[src/rtl/dadda_mul_arbiter.sv]
// dadda_mul_arbiter: round-robin front end that time-shares one external
// combinational multiplier among NREQ requesters. The winner's operands are
// registered, the product is captured one cycle later, and the result is
// returned on a single valid/ready response channel tagged with the winner's ID.
//
// state  | meaning
// -------+-------------------------------------------------------------
// S_IDLE | no operation in flight; any pending request may be granted
// S_EXEC | operands registered, multiplier settling; product captured
// S_RESP | product held on resp_*; a new grant may overlap the handshake
module dadda_mul_arbiter #(
  parameter int WIDTH = 4,
  parameter int NREQ  = 4,
  parameter int IDW   = $clog2(NREQ),
  parameter int CNTW  = 16
) (
  input  logic                  clk,
  input  logic                  rst,
  input  logic [NREQ-1:0]       req_valid,
  input  logic [NREQ*WIDTH-1:0] req_a,
  input  logic [NREQ*WIDTH-1:0] req_b,
  output logic [NREQ-1:0]       req_ready,
  output logic                  resp_valid,
  input  logic                  resp_ready,
  output logic [2*WIDTH-1:0]    resp_prod,
  output logic [IDW-1:0]        resp_id,
  output logic [WIDTH-1:0]      mul_in1,
  output logic [WIDTH-1:0]      mul_in2,
  input  logic [2*WIDTH-1:0]    mul_out,
  output logic                  busy,
  output logic [CNTW-1:0]       op_count
);

  typedef enum logic [1:0] {
    S_IDLE = 2'd0,
    S_EXEC = 2'd1,
    S_RESP = 2'd2
  } state_t;

  state_t               state_q;
  logic [IDW-1:0]       rr_ptr_q;
  logic [IDW-1:0]       id_q;
  logic [WIDTH-1:0]     op_a_q;
  logic [WIDTH-1:0]     op_b_q;
  logic [2*WIDTH-1:0]   prod_q;
  logic [CNTW-1:0]      cnt_q;

  logic [WIDTH-1:0]     a_arr [NREQ];
  logic [WIDTH-1:0]     b_arr [NREQ];
  logic [IDW-1:0]       cand;
  logic [IDW-1:0]       win_d;
  logic [IDW-1:0]       ptr_d;
  logic                 any_d;
  logic                 grant_cycle;
  logic                 grant_d;

  for (genvar g = 0; g < NREQ; g++) begin : g_unpack
    assign a_arr[g] = req_a[g*WIDTH +: WIDTH];
    assign b_arr[g] = req_b[g*WIDTH +: WIDTH];
  end

  // Round-robin scan: first valid requester at or after rr_ptr, wrapping.
  always_comb begin
    any_d = 1'b0;
    win_d = '0;
    cand  = '0;
    for (int i = 0; i < NREQ; i++) begin
      cand = IDW'((int'(rr_ptr_q) + i) % NREQ);
      if (!any_d && req_valid[cand]) begin
        any_d = 1'b1;
        win_d = cand;
      end
    end
  end

  // A grant may overlap the response handshake to sustain one product per two cycles.
  assign grant_cycle = (state_q == S_IDLE) || ((state_q == S_RESP) && resp_ready);
  assign grant_d     = grant_cycle && any_d;
  assign ptr_d       = (win_d == IDW'(NREQ - 1)) ? '0 : win_d + 1'b1;
  assign req_ready   = grant_d ? (NREQ'(1) << win_d) : '0;

  // Multiplier is fed only from registers, never straight from the request bus.
  assign mul_in1    = op_a_q;
  assign mul_in2    = op_b_q;
  assign resp_valid = (state_q == S_RESP);
  assign busy       = (state_q != S_IDLE);
  assign resp_prod  = prod_q;
  assign resp_id    = id_q;
  assign op_count   = cnt_q;

  // Sequencer: grant/load operands, capture product, hold response until taken.
  always_ff @(posedge clk) begin
    if (rst) begin
      state_q  <= S_IDLE;
      rr_ptr_q <= '0;
      id_q     <= '0;
      op_a_q   <= '0;
      op_b_q   <= '0;
      prod_q   <= '0;
      cnt_q    <= '0;
    end else begin
      unique case (state_q)
        S_IDLE: state_q <= S_IDLE;
        S_EXEC: begin
          prod_q  <= mul_out;
          state_q <= S_RESP;
        end
        S_RESP: begin
          if (resp_ready) begin
            cnt_q   <= cnt_q + 1'b1;
            state_q <= S_IDLE;
          end
        end
        default: state_q <= S_IDLE;
      endcase
      // A grant overrides the IDLE/RESP destination chosen above.
      if (grant_d) begin
        op_a_q   <= a_arr[win_d];
        op_b_q   <= b_arr[win_d];
        id_q     <= win_d;
        rr_ptr_q <= ptr_d;
        state_q  <= S_EXEC;
      end
    end
  end

endmodule

[config.mk]
export PLATFORM = sky130hd
export DESIGN_NAME = dadda_mul_arbiter
export DESIGN_NICKNAME = d
export VERILOG_FILES = /design/src/rtl/dadda_mul_arbiter.sv
export SDC_FILE = /design/constraint.sdc
export NUM_CORES = 1
export LEC_CHECK = 0
export ABC_CLOCK_PERIOD_IN_PS = 2700
export CORE_ASPECT_RATIO = 1.5
export CORE_MARGIN = 1
export CORE_UTILIZATION = 42
export CTS_BUF_LIST = sky130_fd_sc_hd__clkbuf_4 sky130_fd_sc_hd__clkbuf_8
export DETAILED_ROUTE_END_ITERATION = 16
export GPL_ROUTABILITY_DRIVEN = 0
export MAX_ROUTING_LAYER = met4
export PLACE_DENSITY = 0.82
export SYNTH_ARGS = -nofsm -noshare
export SYNTH_HDL_FRONTEND = slang
export SYNTH_SLANG_ARGS = --single-unit
[constraint.sdc]
create_clock -name clk -period 2.7 [get_ports clk]
set_input_delay 0.675 -clock clk [delete_from_list [all_inputs] [get_ports clk]]
set_output_delay 0.675 -clock clk [all_outputs]
set_load 0.03 [all_outputs]
# Word-level counts from Yosys, hierarchy flattened
# Cells that the tools add are included.
[totals]
inputBits = 47
elab_cells = 65
rom_bits = 0
latchBits = 0
out_inout_bits = 40
n_memories = 0
ramBits = 0
register_bits = 38
[op_classes]
n_mul = 0
n_lt_le_gt_ge = 5
n_div = 0
shift = 1
bitwise_logic = 1
n_eq_ne = 5
n_reduce_logical = 13
muxes = 27
add_sub_neg = 5
[op_table]
columns = ["cell", "count"]
rows = [
  ["4-bit two-way mux", 5],
  ["16-bit by 1-bit adder with 16-bit output, second input constant", 1],
  ["4-bit binary-select mux with 2-bit select", 2],
  ["2-bit by 3-bit less-than comparator with 1-bit output, second input constant", 4],
  ["2-bit two-way mux", 6],
  ["1-bit two-way mux", 9],
  ["1-bit binary-select mux with 2-bit select", 4],
  ["1-bit logical AND", 5],
  ["2-bit by 1-bit adder with 2-bit output, second input constant", 2],
  ["2-bit adder, second input constant", 2],
  ["2-bit == test, second input constant", 2],
  ["2-bit one-hot mux with 2 select lines", 1],
  ["1-bit by 2-bit left shift with 4-bit output, first input constant", 1],
  ["3-bit greater-or-equal comparator, second input constant", 1],
  ["1-bit zero test", 3],
  ["3-bit by 1-bit inequality test with 1-bit output, second input constant", 1],
  ["2-bit inverter with 3-bit output", 1],
  ["2-bit by 1-bit == test with 1-bit output, second input constant", 1],
  ["2-bit zero test", 1],
  ["2-bit by 1-bit inequality test with 1-bit output, second input constant", 1],
  ["2-bit AND reduction", 1],
  ["2-bit nonzero test", 1],
  ["2-bit OR reduction", 1],
  ["1-bit logical OR", 1],
]

# Logic depth before layout (Yosys ltp)
# Gate-level depths: netlist (run 1).
[logic_depth]
word_depth = 16
ltp_mapped = 7
mapped_depth_nobuf = 7

# Least setup slack after synthesis (run 1)
# Ideal clock, no wire load.
[synth_path]
path_kind = "input port to output port"
from = "in req_valid[2]"
to = "out req_ready[3]"
path_slack_ps = -76
required_time_ps = 2025
path_buffers = 1
path_stages = 7
arrival_ps = 2101
cell_sequence = "mux2i_1 -> o22ai_1 -> nor2_4 -> buf_2 -> ha_1 -> inv_1 -> nor2_1"
[synth_between]
elab_chain_cells = 14
elab_cells_between_ends = 25
cone_classes = "1 x shift; 17 x mux; 7 x reduce/logical"
[synth_lines]
columns = ["element", "line", "text"]
rows = [
  ["start: declaration", "19", "input logic [NREQ-1:0] req_valid,"],
  ["1-bit binary-select mux with 2-bit select", "69", "if (!any_d && req_valid[cand]) begin"],
  ["1-bit two-way mux (not written as such)", "69", ""],
  ["1-bit two-way mux", "69", ""],
  ["1-bit zero test", "69", ""],
  ["1-bit logical AND", "69", ""],
  ["1-bit two-way mux", "69", ""],
  ["1-bit zero test", "69", ""],
  ["1-bit logical AND", "69", ""],
  ["1-bit two-way mux", "69", ""],
  ["1-bit zero test", "69", ""],
  ["1-bit logical AND", "69", ""],
  ["2-bit two-way mux / 1-bit two-way mux (equally long branches)", "69", ""],
  ["1-bit by 2-bit left shift with 4-bit output / 1-bit logical AND (equally long branches)", "80, 78", ""],
  ["4-bit two-way mux *", "80", "assign req_ready = grant_d ? (NREQ'(1) << win_d) : '0;"],
  ["end: declaration", "22", "output logic [NREQ-1:0] req_ready,"],
]
# Every way passes the cells marked *; elsewhere a longest branch is shown, timed or not. The select of a mux whose other input is x is not followed.

# Worst setup path after layout (run 1)
[layout_path]
from = "in req_valid[2]"
to = "out req_ready[1]"
# Same word-level chain as after synthesis.

==> results of run 1 <==
==> layout make-up <==
| type | count | area, um2 |
|---|---|---|
| Clock buffer | 6 | 76.3 |
| Clock inverter | 2 | 37.5 |
| Fill cell | 317 | 1130 |
| Inverter | 5 | 18.8 |
| Multi-Input combinational cell | 152 | 1070 |
| Sequential cell | 38 | 761 |
| Tap cell | 46 | 57.6 |
| Timing Repair Buffer | 117 | 1090 |
==> worst register-to-register path, cell delays in order (launching register included) <==
cell and delay, ns:
dfxtp_1 0.35, nand3b_1 0.20, buf_4 0.15, buf_4 0.12, buf_4 0.12, buf_4 0.12
buf_4 0.12, buf_4 0.12, buf_4 0.12, buf_4 0.12, buf_4 0.12, buf_4 0.13
buf_4 0.12, buf_4 0.13, xor2_1 0.13, nor2_1 0.05
==> placed cells by master (no fill, tap or decap), types with 2 or more instances in the layout <==
cell type / synthesis / layout
nand2b_1: 4 / 3
nand3b_1: 9 / 9
or3_1: 2 / 2
clkbuf_8: 0 / 5
buf_4: 0 / 34
and3_1: 3 / 3
nand2_1: 23 / 22
xnor2_1: 3 / 3
mux2i_1: 19 / 19
dfxtp_1: 38 / 38
xor2_1: 11 / 11
nor2_1: 23 / 22
ha_1: 2 / 2
nand4_1: 3 / 3
inv_1: 4 / 4
clkdlybuf4s50_1: 0 / 77
nor2b_1: 2 / 2
nand3_1: 8 / 8
a21oi_1: 15 / 15
o221ai_2: 8 / 8
dlygate4sd2_1: 0 / 3
==> per-layer routing <==
layer / track usage / vias up
met2: 0.426 / 54
li1: - / 942
met5: - / -
met4: 0.0776 / 0
met3: 0.0465 / 7
met1: 0.209 / 865
==> worst max path at each step <==
stage                              end  cells past startpoint  slack (ns)
final                     req_ready[1]                      7        0.06
after detailed placement  req_ready[1]                      7       -0.12
after global routing      req_ready[1]                      7      -0.007
after floorplan           req_ready[3]                      7        0.05
after CTS                  op_count[0]                     16        0.02
after global placement    req_ready[1]                      7        -0.1
==> cells by family after synthesis <==
group,Yosys count,share of synthesized area
fa+ha+maj,2,0.0134
mux,19,0.102
xor+xnor,14,0.0656
compound gates,31,0.143
simple gates,86,0.234
flops,38,0.407
buf+inv,15,0.0355
==> sequential cells by signal, indices dropped and copies added (netlist names) <==
register	flops
resp_id	2
rr_ptr_q	2
resp_prod	8
op_count	16
mul_in1	4
mul_in2	4
state_q	2
==> report_power, final <==
group          switching [mW]  internal [mW]
Clock                   0.201          0.286
Combinational           0.347          0.346
Sequential             0.0380          0.616
Total                   0.586           1.25
==> what timing repair did <==
| action | CTS | global route |
|---|---|---|
| gates resized for setup | 7 | 2 |
| endpoints found under the setup margin | 4 | 4 |
| buffers inserted | 12 | 1 |
| pin swaps | 2 | 1 |
==> impl_metrics.yaml, run 1 <==
grt:
  antenna_found_initial: 0
  gr-total-overflow: 0
  grt_pass1_vias: 1874
  grt_first_pass_wirelength_mm: 8.09
  grtUsageTotal: 0.222
  grt_max_degree: 32
synth:
  synth.most_common_cell: "dfxtp_1"
  async_flop_share: 0
  synth_top_area_frac: 0.407
  post-synth-top-area-cell: "dfxtp_1"
  syn_nets: 254
  synth.cell_area_um2: 1870
  ys.flop_type: "dfxtp_1"
  synth_area_per_cell_um2: 9.11
  synth_edf_count: 0
  synthDistinctLibCells: 38
  ys_seq_area_frac: 0.407
  yosysWarningCount: 0
  netlist_top_cells_count: "dfxtp_1 (38), nand2_1 (23), nor2_1 (23)"
  syn_inst: 205
  yosys-top-cells-area: "dfxtp_1 (41%), mux2i_1 (10%), o221ai_2 (6.4%), xor2_1 (5.2%), nand2_1 (4.6%)"
  ys_ff_latch: 38
clock_tree:
  clk_latency_ns: 0.29
  numCtsBuffers: 5
  clk_pin_slew_ns: 0.08
  cts.sinks: 38
  clockBufferDepth: 2
  ctsHoldBuffers: 0
  cts_tree: "done"
  cts_root_buf: "clkbuf_8"
  h-tree-depth: 2
critical_path:
  crit_arrival_ns: 1.97
  reg2reg_slack_ns: 0.40
  cp-startpoint: "req_valid[2]"
  critPathRequiredTime_ns: 2.03
  reg2reg_depth: 15
  cp_cell_sequence: "dlygate4sd2_1, mux2i_1, o22ai_1, a21o_1, or2_4, nor2_1, buf_4"
  critPathCaptureType: "output port"
  path_buf_inv: 2
  r2r-start: "state_q[0]"
  cpMaxStageDelayCell: "or2_4"
  timing.rr.end: "op_count[0]"
  critPathKind: "input pin to output port"
  path_delay_family: "buffers and inverters"
  slowest_delay_ns: 0.26
  crit_fanout: 3
  startpoint_type: "input pin"
routing:
  vias: 1868
  wl_met2_mm: 2.74
  wl_met3_um: 239
  post_drt_wl_per_cell_um: 13.7
  via_per_inst: 5.10
  ant_nets: 0
  wl_mm: 5.01
  first_pass_iters: 4
  wl_met1_mm: 1.94
  drt-initial-drc-count: 48
  routed.top_layer: "met4"
  drc: 0
job:
  max_cap_viol_count: 0
placement:
  hpwl_mm: 3.61
  dpl_cell_area_um2: 2890
  place_inst: 345
  portBuffers: 86
  post-place-ws_ns: -0.123
power_and_ir_drop:
  leakage_nw: 1.23
  vdd_drop_max_uv: 523
  power_mw: 1.83
  power_density_nw_per_um2: 589
timing:
  rsz0062_at_grt: "true"
  fin_hold_ws_ns: 0.456
  final-hold-violation-count: 0
  period_share: 0.979
  setup_ws_ns: 0.0573
  finalSetupViolCount: 0
  finClkSkew_ns: 0.00797
  slew_headroom: 0.641
  max_freq_ghz: 0.378
  finalCriticalPeriod_ns: 2.64
  tightest_slew_ns: 0.538
  slew_violations: 0
  tns_ns: 0
run_status:
  status: "finished clean"
die:
  die-area_um2: 4720
  start_util: 0.440
  die_w_um: 56.5
  coreArea_um2: 4250
  std_cell_rows: 29
  io_pins: 87
  die_height_um: 83.7
hold_path:
  whs_path_depth: 2
  hold_end: "resp_prod[5]"
  min_path_type: "flip-flop to flip-flop"
  min_from: "resp_prod[5]"
cells_and_area:
  drive_above_1_share: 0.191
  stdcell_area_um2: 3110
  final_util: 0.733
  fin_cells: 366
  n_antenna_cell: 0
  area_growth_pct: 66.6
  nets: 368
No activity file was read; power rests on OpenSTA's default activity.
==> run 2: changes to the inputs <==
ABC_AREA = 0   (was default)
ABC_CLOCK_PERIOD_IN_PS = default   (was 2700)
==> results of run 2 <==
Final layout, timing and power as in run 1 (identical DEF).
